**src/rtl/key_reset_sequencer.sv**
```systemverilog
// Push-button front end: synchronises and debounces the raw key, flags press and
// long-press events, and sequences the system reset for the clock generator.
module key_reset_sequencer #(
  parameter int unsigned DEBOUNCE_CYCLES = 1000000,
  parameter int unsigned LONG_CYCLES     = 200000000,
  parameter int unsigned HOLD_CYCLES     = 100000
) (
  input  logic sys_clk_pad_i,
  input  logic rst_n_pad_i,
  input  logic key_n_pad_i,
  output logic rst_n_o,
  output logic key_o,
  output logic key_press_o,
  output logic key_long_o
);

  localparam int unsigned DEB_W  = $clog2(DEBOUNCE_CYCLES + 1);
  localparam int unsigned LONG_W = $clog2(LONG_CYCLES + 1);
  localparam int unsigned HOLD_W = $clog2(HOLD_CYCLES + 1);

  typedef enum logic [1:0] {
    ST_POR     = 2'd0,
    ST_RUN     = 2'd1,
    ST_KEY_RST = 2'd2,
    ST_HOLD    = 2'd3
  } state_t;

  logic              key_meta;
  logic              key_sync;
  logic [DEB_W-1:0]  deb_cnt;
  logic [LONG_W-1:0] long_cnt;
  logic              long_armed;
  logic [HOLD_W-1:0] hold_cnt;
  logic [HOLD_W-1:0] hold_cnt_nxt;
  state_t            state;
  state_t            state_nxt;
  logic              rst_n_nxt;

  logic key_differs_c;
  logic deb_done_c;
  logic key_rise_c;
  logic key_fall_c;
  logic long_hit_c;
  logic hold_last_c;

  // Two-flop synchroniser; idles at the released level
  always_ff @(posedge sys_clk_pad_i or negedge rst_n_pad_i) begin
    if (!rst_n_pad_i) begin
      key_meta <= 1'b1;
      key_sync <= 1'b1;
    end else begin
      key_meta <= key_n_pad_i;
      key_sync <= key_meta;
    end
  end

  assign key_differs_c = (~key_sync) != key_o;
  assign deb_done_c    = key_differs_c && (deb_cnt == DEB_W'(DEBOUNCE_CYCLES - 1));
  assign key_rise_c    = deb_done_c && !key_o;
  assign key_fall_c    = deb_done_c && key_o;

  // Debounce: stable level flips only after an unbroken run of disagreement
  always_ff @(posedge sys_clk_pad_i or negedge rst_n_pad_i) begin
    if (!rst_n_pad_i) begin
      deb_cnt     <= '0;
      key_o       <= 1'b0;
      key_press_o <= 1'b0;
    end else begin
      key_press_o <= key_rise_c;
      if (!key_differs_c) begin
        deb_cnt <= '0;
      end else if (deb_done_c) begin
        deb_cnt <= '0;
        key_o   <= ~key_o;
      end else begin
        deb_cnt <= deb_cnt + DEB_W'(1);
      end
    end
  end

  assign long_hit_c = key_o && (long_cnt == LONG_W'(LONG_CYCLES - 1));

  // Long-press timer saturates so the pulse fires once per press
  always_ff @(posedge sys_clk_pad_i or negedge rst_n_pad_i) begin
    if (!rst_n_pad_i) begin
      long_cnt   <= '0;
      key_long_o <= 1'b0;
    end else begin
      key_long_o <= long_hit_c;
      if (!key_o) begin
        long_cnt <= '0;
      end else if (long_cnt != LONG_W'(LONG_CYCLES)) begin
        long_cnt <= long_cnt + LONG_W'(1);
      end
    end
  end

  // A press may only force a reset if it began while the system was running
  always_ff @(posedge sys_clk_pad_i or negedge rst_n_pad_i) begin
    if (!rst_n_pad_i) begin
      long_armed <= 1'b0;
    end else if (key_rise_c) begin
      long_armed <= (state == ST_RUN);
    end else if (!key_o) begin
      long_armed <= 1'b0;
    end
  end

  assign hold_last_c = (hold_cnt == HOLD_W'(HOLD_CYCLES - 1));

  always_ff @(posedge sys_clk_pad_i or negedge rst_n_pad_i) begin
    if (!rst_n_pad_i) begin
      state    <= ST_POR;
      hold_cnt <= '0;
      rst_n_o  <= 1'b0;
    end else begin
      state    <= state_nxt;
      hold_cnt <= hold_cnt_nxt;
      rst_n_o  <= rst_n_nxt;
    end
  end

  // The release strobe lets HOLD start on the same edge key_o falls
  always_comb begin
    state_nxt    = state;
    hold_cnt_nxt = hold_cnt;
    unique case (state)
      ST_POR, ST_HOLD: begin
        if (hold_last_c) begin
          state_nxt    = ST_RUN;
          hold_cnt_nxt = '0;
        end else begin
          hold_cnt_nxt = hold_cnt + HOLD_W'(1);
        end
      end
      ST_RUN: begin
        if (key_long_o && long_armed) begin
          state_nxt = ST_KEY_RST;
        end
      end
      ST_KEY_RST: begin
        if (!key_o || key_fall_c) begin
          state_nxt    = ST_HOLD;
          hold_cnt_nxt = '0;
        end
      end
      default: begin
        state_nxt    = ST_POR;
        hold_cnt_nxt = '0;
      end
    endcase
    rst_n_nxt = (state_nxt == ST_RUN);
  end

endmodule
```
**config.mk**
```make
export PLATFORM = sky130hd
export DESIGN_NAME = key_reset_sequencer
export DESIGN_NICKNAME = d
export VERILOG_FILES = /design/src/rtl/key_reset_sequencer.sv
export SDC_FILE = /design/constraint.sdc
export NUM_CORES = 1
export LEC_CHECK = 0
export ABC_AREA = 1
export CAP_MARGIN = 40
export CORE_MARGIN = 2
export CORE_UTILIZATION = 57
export DETAILED_ROUTE_END_ITERATION = 7
export PLACE_DENSITY = 0.77
export SLEW_MARGIN = 10
export SYNTH_ARGS = -nofsm -noshare
export SYNTH_HDL_FRONTEND = slang
export SYNTH_SLANG_ARGS = --single-unit
export TNS_END_PERCENT = 20
```
**constraint.sdc**
```tcl
create_clock -name sys_clk_pad_i -period 1.4 [get_ports sys_clk_pad_i]
set_input_delay 0.28 -clock sys_clk_pad_i [delete_from_list [all_inputs] [get_ports sys_clk_pad_i]]
set_output_delay 0.28 -clock sys_clk_pad_i [all_outputs]
set_load 0.03 [all_outputs]
```
== Word-level counts from Yosys, hierarchy flattened ==
Cells that the tools add are included.
Widths: inputs -> output; s select.
Cells by class
  $add $sub $neg: 3
  equal/unequal tests: 12
  multiplexer cells: 13
  bitwise operators: 2
  reduce and logical (&&, ||, !) cells: 12
Operator list (count)
  $mux 28: 2
  $mux 20: 2
  $mux 17: 2
  $pmux 17 s2: 1
  $add 28x1->28 const B: 1
  $eq 28x28->1 const B: 1
  $ne 28x28->1 const B: 1
  $add 20x1->20 const B: 1
  $eq 20x20->1 const B: 1
  $add 17x1->17 const B: 1
  $eq 17x17->1 const B: 1
  $mux 2: 3
  $pmux 2 s3: 1
  $logic_and 1x1->1: 5
  $eq 2x1->1 const B: 2
  $eq 2x2->1 const B: 2
  $ne 2x1->1 const B: 2
  $reduce_and 2->1: 2
  $logic_not 2->1: 1
  $mux 1: 2
  $ne 2x2->1 const B: 1
  $not 1->1: 2
  $reduce_bool 2->1: 1
  $reduce_or 2->1: 1
  other kinds (3): 3
Word-level totals
  register bits: 74
  input bits: 3
  output and inout port bits: 4
  logic and storage cells: 53

== Longest topological paths before layout ==
Gate-level depths: netlist of run 1.
  depth in word-level cells: 8
  depth in mapped cells: 11
  depth with buffers taken out: 11

== Worst setup path after synthesis of run 1 ==
Ideal clock, no wire load.
  path type: register to register
  from: reg key_o
  to: reg hold_cnt[3]
  setup time: 0.121 ns
  arrival: 1.489 ns
  required time: 1.279 ns
  slack: -0.211 ns
  cell stages (with the launch flop): 11
  buffers on the path: 1
  clock period less this slack: 1.611 ns
  path through: dfrtp_1 inv_2 nand2_1 nand2_2 nor2_2 nand3_2 nand2_2 nand2_4 buf_6 nand3_1 nand2_1
Between the ends
  word-level cells in the longest chain between the ends: 6
  elaborated cells between the ends (all ways): 7
  those cells by class: 2 x eq/ne; 5 x reduce/logical
RTL lines
  from (decl): RTL line 12  | output logic key_o,
  from (signal assigned): RTL line 74  | key_o <= ~key_o;
  $ne 1x1->1: RTL line 57  | assign key_differs_c = (~key_sync) != key_o;
  $logic_and 1x1->1: RTL line 58  | assign deb_done_c = key_differs_c && (deb_cnt == DEB_W'(DEBOUNCE_CYCLES - 1));
  $logic_and 1x1->1: RTL line 60  | assign key_fall_c = deb_done_c && key_o;
  $logic_or 1x1->1 (*): RTL line 142  | if (!key_o || key_fall_c) begin
  $ne 2x2->1 (no line) (*)
  $reduce_and 2->1 (no line) (*)
  to (signal assigned): RTL line 118  | hold_cnt <= hold_cnt_nxt;
  to (decl): RTL line 33  | logic [HOLD_W-1:0] hold_cnt;
Every way passes the cells marked *; elsewhere a longest branch is shown, timed or not.
A chain may end at the register's enable or synchronous reset.

== Worst setup path after layout of run 1 ==
  from: reg deb_cnt[0]
  to: reg deb_cnt[15]
Between the ends
  word-level cells in the longest chain between the ends: 4
  elaborated cells between the ends (all ways): 5
  those cells by class: 1 x add/sub; 1 x eq/ne; 2 x mux; 1 x reduce/logical
RTL lines
  from (decl): RTL line 30  | logic [DEB_W-1:0] deb_cnt;
  from (signal assigned): RTL line 76  | deb_cnt <= deb_cnt + DEB_W'(1);
  branches (longest 2 deep; another with $add 20x1->20)
  $mux 20 (*): RTL line 72  | end else if (deb_done_c) begin
  $mux 20 (*): RTL line 70  | if (!key_differs_c) begin
Mark *: on every way between the ends.

==> flow_summary_export.csv, run 1 <==
group,metric,value,unit
power,p_leak,2.69,nW
cts,cts_buffer_depth,2,
die,start_util,58.9,%
grt,grt_max_degree,31,
setup_path,critPathBufInv,2,
route,ant_nets,0,
power,power_frac_comb,2.7,%
place,dp_slack,-0.204,ns
setup_path,start_kind,"flip-flop",
power,p_sw_share,22.1,%
final_layout,nets,738,
power,power_switching,0.936,mW
final_layout,fillers,499,
setup_path,slowest_stage,"dfrtp_1",
route,wl_per_cell,15.3,µm
cts,root_buffer,"clkbuf_8",
final_layout,synthToLayoutAreaGrowth,36.1,%
synthesis,yosysUniqueCellTypes,28,
setup_path,crit_chain,"buf_4 > and3_2 > nand2_1 > nor3_2 > buf_4 > nand2_1 > nand2_1 > nand2_1 > nor2_1",
timing,slew_headroom,76.7,%
final_layout,multiInputGateArea,2470,µm²
power,finalPower,4.23,mW
timing,post-route-period-util,119,%
route,via_per_inst,5.56,
outcome,violations,"negative setup slack",
outcome,status,"complete, but fails checks",
die,die_w,90.8,µm
power,p_int,3.29,mW
setup_path,reg2reg_depth,9,
grt,grt_pass1_wl,19600,µm
die,die_area,8250,µm²
timing,hold_viol,0,
synthesis,yosysTopAreaCell,"dfrtp_1",
route,drt_iter0_drc,417,
setup_path,crit_required,1.68,ns
route,drtPass1Iterations,5,
place,place.port_buffers,6,
cts,h-tree-depth,3,
setup_path,cp_num_cells,9,
flow_run,drv_cap,0,
setup_path,worst_ep_arrival_time,1.96,ns
synthesis,syn_avg_cell_area,6.98,µm²
setup_path,critPathTopFamily,"simple AND/OR/NAND/NOR gates",
setup_path,rr_startpoint,"deb_cnt[0]$_DFF_PN0_",
power,peakVddDrop,0.000511,V
setup_path,critPathKind,"reg -> reg",
timing,maxSlewViolCount,0,
final_layout,drive_gt1_share,29.4,%
route,wl,12800,µm
place,gp_congestion,0.947,
die,core_area,7290,µm²
die,die_h,90.8,µm
setup_path,critical_path.startpoint,"deb_cnt[0]$_DFF_PN0_",
final_layout,final_area,5850,µm²
cts,cts_buffers,9,
synthesis,yosysWarnings,0,
cts,clock_latency,0.35,ns
timing,worst_pin_slew,0.347,ns
grt,overflow,0,
timing,fin_crit,1.67,ns
place,dp_hpwl,8010,µm
setup_path,cpPeakStageDelay,0.39,ns
power,clkPwrFrac,46.2,%
synthesis,syn_area,4300,µm²
timing,rsz0062_at_grt,"yes",
route,via_count,4629,
synthesis,netlist_top_cells_area,"dfrtp_1 (42%), nand2_1 (14%), nor2_1 (11%)",
cts,cts_sinks,74,
place,place_area,5170,µm²
setup_path,cp_common_cell,"nand2_1",
setup_path,cp-end-kind,"flip-flop",
power,seqPwrFrac,51.0,%
final_layout,layout_common_cells,"nand2_1 (150), nor2_1 (99), buf_4 (93), dfrtp_1 (67), inv_1 (63)",
setup_path,r2r_end,"deb_cnt[15]$_DFF_PN0_",
timing,fin_skew,0.00740,ns
synthesis,yosysTopAreaCellShare,41.9,%
final_layout,stdcell_count,833,
setup_path,cp-endpoint,"deb_cnt[15]$_DFF_PN0_",
grt,antenna_found_initial,0,
setup_path,regToRegSetupSlack,-0.27,ns
timing,fmax,0.598,GHz
route,drc_errors,0,
cts,clk_pin_slew,0.08,ns
final_layout,final_common_cell,"nand2_1",
final_layout,antenna_cells,0,
die,rows,31,
die,io_pins,7,
grt,track_usage,29.7,%
timing,setup_viol,50,
synthesis,ys_seq_area_share,43.2,%
synthesis,synthCells,616,
final_layout,regArea,1860,µm²
grt,grt_pass1_vias,4310,
place,place_inst,804,
cts,cts_tree,"built",
synthesis,ys_ff_latch,74,
power,power_density,723,nW/µm²
synthesis,synth_nets,625,
timing,setup_slack,-0.272,ns
hold_path,hp-class,"in -> reg",
setup_path,worstPathMaxFanout,4,
hold_path,hp-start,"key_n_pad_i",
metrics by stage:
stage,util [%],hold slack (ns),TNS [ns]
3_3_place_gp,70.9,0.201,-2.00
6_report,80.2,0.324,-6.19
2_1_floorplan,-,-0.0156,-1.21
4_1_cts,76.2,0.313,-2.72
5_1_grt,80.2,0.326,-10.36
3_5_place_dp,70.9,0.203,-4.86
routing by layer:
metal | up-vias | wire, µm | track usage, %
met3 | 40 | 1110 | 5.18
met1 | 2177 | 5110 | 39.3
met2 | 230 | 6260 | 48.0
met4 | 0 | 301 | 12.9
li1 | 2182 | - | -
met5 | - | 0 | 0
sequential cells by signal, summed over array words and instances (netlist names):
name / count
key_sync: 1
rst_n_o: 1
long_cnt: 28
hold_cnt: 17
long_armed: 1
key_long_o: 1
key_o: 1
key_meta: 1
state: 2
deb_cnt: 20
key_press_o: 1
logic make-up (layout without fill, tap and decap cells):
| family | Yosys count | count (layout) | synth area share, % |
|---|---|---|---|
| xor+xnor | 17 | 17 | 3.47 |
| compound gates | 39 | 39 | 4.78 |
| buf+inv | 81 | 197 | 7.25 |
| simple gates | 399 | 401 | 39.6 |
| flops | 74 | 74 | 43.2 |
| fa+ha+maj | 6 | 6 | 1.75 |
synth_stat cells, drive strengths merged:
library cell    n
ha              6
buf             2
clkbuf          4
and3            2
a21oi          15
nand3          56
o21ai          20
o211ai          1
nand2         172
xor2           14
xnor2           3
inv            75
nor4            1
nor3           24
nor3b           5
nor2          126
nand4          13
dfstp           2
o211a           1
a31oi           2
dfrtp          72
how the worst min path moves through the flow:
| stage | to | slack, ns | cells past startpoint |
|---|---|---|---|
| detailed placement | long_cnt[3]$_DFFE_PN0P_ | 0.20 | 1 |
| global route | key_meta$_DFF_PN1_ | 0.33 | 1 |
| global placement | long_cnt[3]$_DFFE_PN0P_ | 0.20 | 1 |
| finish | key_meta$_DFF_PN1_ | 0.32 | 1 |
| CTS | key_meta$_DFF_PN1_ | 0.31 | 1 |
| floorplan | deb_cnt[0]$_DFF_PN0_ | -0.02 | 0 |
power groups by stage:
stage / combinational (mW) / clock, mW / sequential (mW)
floorplan: 0.0227 / 0 / 2.19
finish: 0.116 / 1.95 / 2.16
CTS: 0.105 / 1.98 / 2.15
global placement: 0.0984 / 0 / 2.20
global route: 0.134 / 2.07 / 2.16
detailed placement: 0.101 / 0 / 2.20
worst reg2reg max path, delay by kind of cell, from the launching register on:
kind	cells	cell delay (ns)
buffers and inverters	2	0.31
flip-flops	1	0.39
AND/OR/NAND/NOR	7	0.91
timing repair:
action / CTS / global route
gates cloned: 2 / 0
endpoints found under the setup margin: 57 / 65
hold endpoints to repair: 20 / 0
gates resized for setup: 39 / 72
hold buffers: 1 / 0
buffers inserted: 0 / 10
pin swaps: 8 / 17
layout make-up:
type,instances,share of cell area (%)
clock buffer,12,2.65
clock inverter,4,1.26
inverter,75,4.92
multi-input combinational,463,42.2
sequential,74,31.8
tap,99,2.12
timing repair buffer,106,15.1
Note: power is estimated with default switching activity, not from simulation.
==> run 2, diff against run 1 <==
Settings changed: GPL_TIMING_DRIVEN set to 0.
==> run 2 against run 1 <==
  * The run still ends with negative setup slack left
  * Fmax is 8.9% higher
  * Non-clock buffer count is 58 lower
  * Setup slack better by 0.14 ns
  * Largest cell class unchanged
==> flow_summary_export.csv, run 2 (synthesized netlist as in run 1, its figures left out) <==
group,metric,value,unit
outcome,status,"complete, but fails checks",
setup_path,cp_common_cell,"nand2_1",
grt,track_usage,26.4,%
route,via_count,4203,
final_layout,drive_gt1_share,23.4,%
timing,rsz0062_at_grt,"yes",
cts,cts_tree,"built",
cts,clk_pin_slew,0.08,ns
timing,hold_viol,0,
setup_path,slowest_stage,"dfrtp_1",
final_layout,top_regs,"long_cnt: 28 flops, deb_cnt: 20 flops, hold_cnt: 17 flops",
setup_path,critPathBufInv,2,
flow_run,drv_cap,0,
final_layout,largest_register_ffs,28,
final_layout,post-route-util,74.5,%
die,die_w,90.8,µm
cts,cts_sinks,74,
route,wl,11000,µm
die,rows,31,
die,io_pins,7,
final_layout,layout_common_cells,"nand2_1 (152), nor2_1 (101), dfrtp_1 (69), inv_1 (60), nand3_1 (37)",
final_layout,regMostFlops,"long_cnt",
setup_path,worst_ep_arrival_time,1.78,ns
final_layout,antenna_cells,0,
timing,setup_viol,47,
hold_path,hp-class,"in -> reg",
final_layout,synthToLayoutAreaGrowth,26.4,%
timing,maxSlewViolCount,0,
setup_path,crit_chain,"buf_6 > inv_2 > ha_4 > nor3b_4 > nand4_1 > nor2_2 > nand2_2 > nand2_1 > nand2_1",
final_layout,fillers,552,
route,ant_nets,0,
route,drc_errors,0,
timing,post-route-period-util,110,%
timing,worst_pin_slew,0.520,ns
final_layout,nets,679,
die,die_area,8250,µm²
place,gp_congestion,0.945,
route,via_per_inst,5.43,
setup_path,critPathTopFamily,"simple AND/OR/NAND/NOR gates",
setup_path,critPathKind,"reg -> reg",
outcome,violations,"negative setup slack",
cts,clock_latency,0.35,ns
place,place.port_buffers,6,
power,p_leak,2.47,nW
setup_path,cp-end-kind,"flip-flop",
setup_path,cpPeakStageDelay,0.43,ns
timing,fin_skew,0.0122,ns
route,drt_iter0_drc,300,
timing,fin_crit,1.53,ns
cts,root_buffer,"clkbuf_8",
grt,grt_pass1_wl,17600,µm
place,dp_hpwl,6840,µm
timing,setup_slack,-0.135,ns
die,start_util,58.9,%
grt,grt_max_degree,47,
setup_path,crit_required,1.64,ns
grt,antenna_found_initial,0,
grt,overflow,0,
die,core_area,7290,µm²
cts,cts_buffers,9,
grt,grt_pass1_vias,3901,
timing,slew_headroom,65.3,%
route,wl_per_cell,14.2,µm
final_layout,final_common_cell,"nand2_1",
cts,cts_buffer_depth,2,
route,drtPass1Iterations,5,
cts,h-tree-depth,3,
power,power_density,737,nW/µm²
place,dp_slack,-0.327,ns
setup_path,worstPathMaxFanout,3,
power,peakVddDrop,0.000614,V
timing,fmax,0.652,GHz
die,die_h,90.8,µm
setup_path,start_kind,"flip-flop",
-- run 2: cell count changes in the layout (fill, tap and decap cells not counted), sizes merged --
cell           previous run  this run
clkbuf                   12        16
nand2                   174       173
bufinv                    2         1
inv                      74        75
buf                     101        38
clkdlybuf4s15             1         2
-- run 2: worst paths after layout --
path / cells after the start / from / slack, ns / endpoint
setup / recovery: 9 / long_cnt[0]$_DFFE_PN0P_ / -0.13 / long_cnt[1]$_DFFE_PN0P_
hold / removal: 1 / key_n_pad_i / 0.33 / key_meta$_DFF_PN1_
setup reg to reg: 9 / long_cnt[0]$_DFFE_PN0P_ / -0.13 / long_cnt[1]$_DFFE_PN0P_
hold reg to reg: 0 / key_meta$_DFF_PN1_ / 0.36 / key_sync$_DFF_PN1_
max in group asynchronous: 3 / rst_n_pad_i / 0.44 / hold_cnt[7]$_DFFE_PN0P_
min in group asynchronous: 2 / rst_n_pad_i / 0.39 / deb_cnt[9]$_DFF_PN0_
-- run 2: repair_timing --
item / CTS / global route
cloned: 2 / 0
pin swaps: 21 / 21
gates resized for setup: 70 / 63
buffers inserted: 15 / 18
endpoints found under the hold margin: 26 / 0
setup endpoints to repair: 57 / 65
hold buffers: 1 / 0
-- run 2: power breakdown --
part           internal (mW)  switching (mW)  leakage [nW]  total (mW)
Clock                  0.922           0.824         0.103        1.75
Sequential              2.15          0.0101          1.01        2.16
Combinational         0.0332          0.0658          1.36      0.0990
-- run 2: per-layer routing --
| layer | track usage, % | part of all wire, % |
|---|---|---|
| met1 | 37.1 | 45 |
| met2 | 42.1 | 48 |
| met3 | 4.17 | 5.6 |
| met4 | 8.21 | 1.7 |
| met5 | 0 | 0 |
-- run 2: metrics by stage --
step	hold slack (ns)	cell area (µm²)	std cells	total power [mW]	TNS (ns)
2_1_floorplan	-0.0156	4300	616	2.22	-1.21
3_3_place_gp	0.346	4490	721	2.27	-188.79
3_5_place_dp	0.241	4510	722	2.28	-9.44
4_1_cts	0.327	5070	756	4.01	-5.33
5_1_grt	0.324	5430	774	4.13	-9.08
6_report	0.333	5430	774	4.00	-3.61
-- run 2: worst register-to-register path, delay by kind of cell, from the launching register on --
family                   cells  cell delay (ns)
flip-flops                   1             0.43
buffers and inverters        2             0.20
adder cells (fa/ha/maj)      1             0.12
AND/OR/NAND/NOR              6             0.68
-- run 2: layout make-up --
class / count / area, µm² / share of cell area, %
Clock buffer: 12 / 155 / 2.86
Buffer: 6 / 35.0 / 0.645
Tap cell: 99 / 124 / 2.28
Sequential cell: 74 / 1860 / 34.2
Inverter: 75 / 292 / 5.37
Timing Repair Buffer: 42 / 369 / 6.79
Clock inverter: 4 / 51.3 / 0.944
Multi-Input combinational cell: 462 / 2550 / 46.9
==> run 3, diff against run 2 <==
Settings changed: CORE_ASPECT_RATIO set to 1.1, SLEW_MARGIN 10 to 20.
==> run 3 against run 2 <==
  * The run still ends with negative setup slack left
  * Worst hold slack worse by 0.014 ns
  * Critical path depth did not move
  * Cell count is 1.2% lower
  * First-iteration DRC count up 1.7%
  * Clock skew grew 0.00083 ns
  * Routed wire length grew 2.3%
  * Die area barely moved
  * Non-clock buffer count up 3
  * Highest routed layer unchanged
==> flow_summary_export.csv, run 3 (synthesized netlist as in run 1, its figures left out) <==
group,metric,value,unit
final_layout,regMostFlops,"long_cnt",
setup_path,regToRegSetupSlack,-0.24,ns
cts,cts_buffer_depth,2,
timing,post-route-period-util,117,%
die,die_w,86.8,µm
timing,fin_crit,1.64,ns
timing,slew_headroom,65.4,%
die,io_pins,7,
die,start_util,58.1,%
route,drtPass1Iterations,7,
cts,clock_latency,0.36,ns
place,dp_slack,-0.374,ns
power,finalPower,4.17,mW
power,power_frac_comb,2.7,%
cts,h-tree-depth,3,
cts,root_buffer,"clkbuf_8",
cts,cts_tree,"built",
final_layout,final_common_cell,"nand2_1",
grt,grt_max_degree,41,
grt,overflow,0,
timing,fmax,0.608,GHz
power,clkPwrFrac,45.6,%
timing,worst_pin_slew,0.518,ns
final_layout,layout_common_cells,"nand2_1 (146), nor2_1 (99), dfrtp_1 (69), inv_1 (63), nand3_1 (37)",
setup_path,reg2reg_depth,9,
route,via_per_inst,5.53,
die,die_area,8250,µm²
route,drc_errors,0,
timing,fin_skew,0.0130,ns
power,peakVddDrop,0.000456,V
place,dp_hpwl,6910,µm
timing,rsz0062_at_grt,"yes",
final_layout,drive_gt1_share,24.5,%
flow_run,drv_cap,0,
final_layout,largest_register_ffs,28,
power,seqPwrFrac,51.7,%
setup_path,worst_ep_arrival_time,1.89,ns
grt,grt_pass1_vias,3865,
setup_path,crit_required,1.65,ns
grt,grt_pass1_wl,17600,µm
die,core_area,7390,µm²
route,drt_iter0_drc,305,
timing,setup_slack,-0.245,ns
hold_path,hp-class,"in -> reg",
grt,antenna_found_initial,0,
grt,track_usage,26.9,%
power,p_sw_share,22.3,%
place,gp_congestion,0.970,
timing,hold_viol,0,
power,power_switching,0.931,mW
setup_path,critPathKind,"reg -> reg",
cts,clk_pin_slew,0.09,ns
place,place.port_buffers,6,
final_layout,synthToLayoutAreaGrowth,27.9,%
outcome,status,"complete, but fails checks",
timing,maxSlewViolCount,0,
setup_path,rr_startpoint,"long_cnt[0]$_DFFE_PN0P_",
route,via_count,4231,
route,wl_per_cell,14.7,µm
setup_path,critical_path.startpoint,"long_cnt[0]$_DFFE_PN0P_",
route,ant_nets,0,
power,power_density,760,nW/µm²
route,wl,11200,µm
hold_path,min_path_cells,1,
final_layout,final_area,5490,µm²
power,p_leak,2.49,nW
setup_path,cp-end-kind,"flip-flop",
die,rows,33,
setup_path,start_kind,"flip-flop",
setup_path,worstPathMaxFanout,3,
outcome,violations,"negative setup slack",
die,die_h,95.1,µm
place,place_area,4490,µm²
hold_path,hp-start,"key_n_pad_i",
final_layout,nets,682,
cts,cts_buffers,9,
final_layout,antenna_cells,0,
setup_path,r2r_end,"long_cnt[1]$_DFFE_PN0P_",
final_layout,top_regs,"long_cnt: 28 flops, deb_cnt: 20 flops, hold_cnt: 17 flops",
power,p_int,3.24,mW
cts,cts_sinks,74,
timing,setup_viol,49,
hold_path,holdPathEnd,"key_meta$_DFF_PN1_",
## run 3: cell count changes in the layout (fill, tap and decap cells not counted), moves of 3 or more
cell / delta
nand2_1: -6
nand2_2: +5
nor2_4: +4
inv_1: +3
inv_4: -3
## run 3: how the worst max path moves through the flow
stage                                     endpoint  cells past startpoint
after floorplan            hold_cnt[3]$_DFFE_PN0P_                     10
after global placement           key_o$_DFFE_PN0P_                      1
after detailed placement  hold_cnt[10]$_DFFE_PN0P_                     10
after CTS                  long_cnt[0]$_DFFE_PN0P_                      9
after global routing       long_cnt[1]$_DFFE_PN0P_                      9
final                      long_cnt[1]$_DFFE_PN0P_                      9
## run 3: repair_timing
action                                  4_1_cts  5_1_grt
endpoints found under the setup margin       59       64
buffers inserted                             16       20
hold buffers                                  1        0
hold endpoints to repair                     32        0
resized for setup                            66       78
gates cloned                                  2        0
pin swaps                                    20       28
## run 3: worst max-delay path: stages (launching register included)
cell	delay [ns]
dfrtp_2	0.45
buf_6	0.13
inv_2	0.05
ha_4	0.11
nor3b_2	0.17
nand4_1	0.14
nor2_2	0.21
nand2_2	0.10
nand2_1	0.10
nand2_1	0.06
## run 3: through the flow
stage	hold WS, ns	TNS, ns	utilization [%]	cells
after floorplan	-0.0156	-1.21	-	616
after global placement	0.345	-191.91	60.5	709
after detailed placement	0.265	-10.00	60.7	710
after CTS	0.317	-6.00	68.8	745
after global routing	0.327	-9.11	74.3	765
final	0.320	-4.60	74.3	765
## run 3: cell type report
| cell class | instances | area [µm²] |
|---|---|---|
| multi-input cells | 462 | 2590 |
| clock buffers | 10 | 138 |
| flip-flops and latches | 74 | 1860 |
| plain buffers | 6 | 38.8 |
| fillers | 511 | 1900 |
| clock inverters | 6 | 90.1 |
| repair buffers | 45 | 383 |
| inverters | 75 | 288 |
| well taps | 87 | 109 |
## run 3: power by group through the flow
stage               logic [mW]  registers (mW)  clock network (mW)
finish                   0.111            2.16                1.90
global route             0.126            2.16                2.02
CTS                     0.0982            2.15                1.91
detailed placement      0.0847            2.20                   0
global placement        0.0763            2.20                   0
floorplan               0.0227            2.19                   0
## run 3: per-layer routing
layer | GRT usage, % | vias up | wire length (µm)
li1 | - | 2065 | -
met1 | 35.2 | 1969 | 4790
met2 | 44.4 | 164 | 5530
met3 | 3.72 | 33 | 586
met4 | 12.2 | 0 | 313
met5 | 0 | - | 0
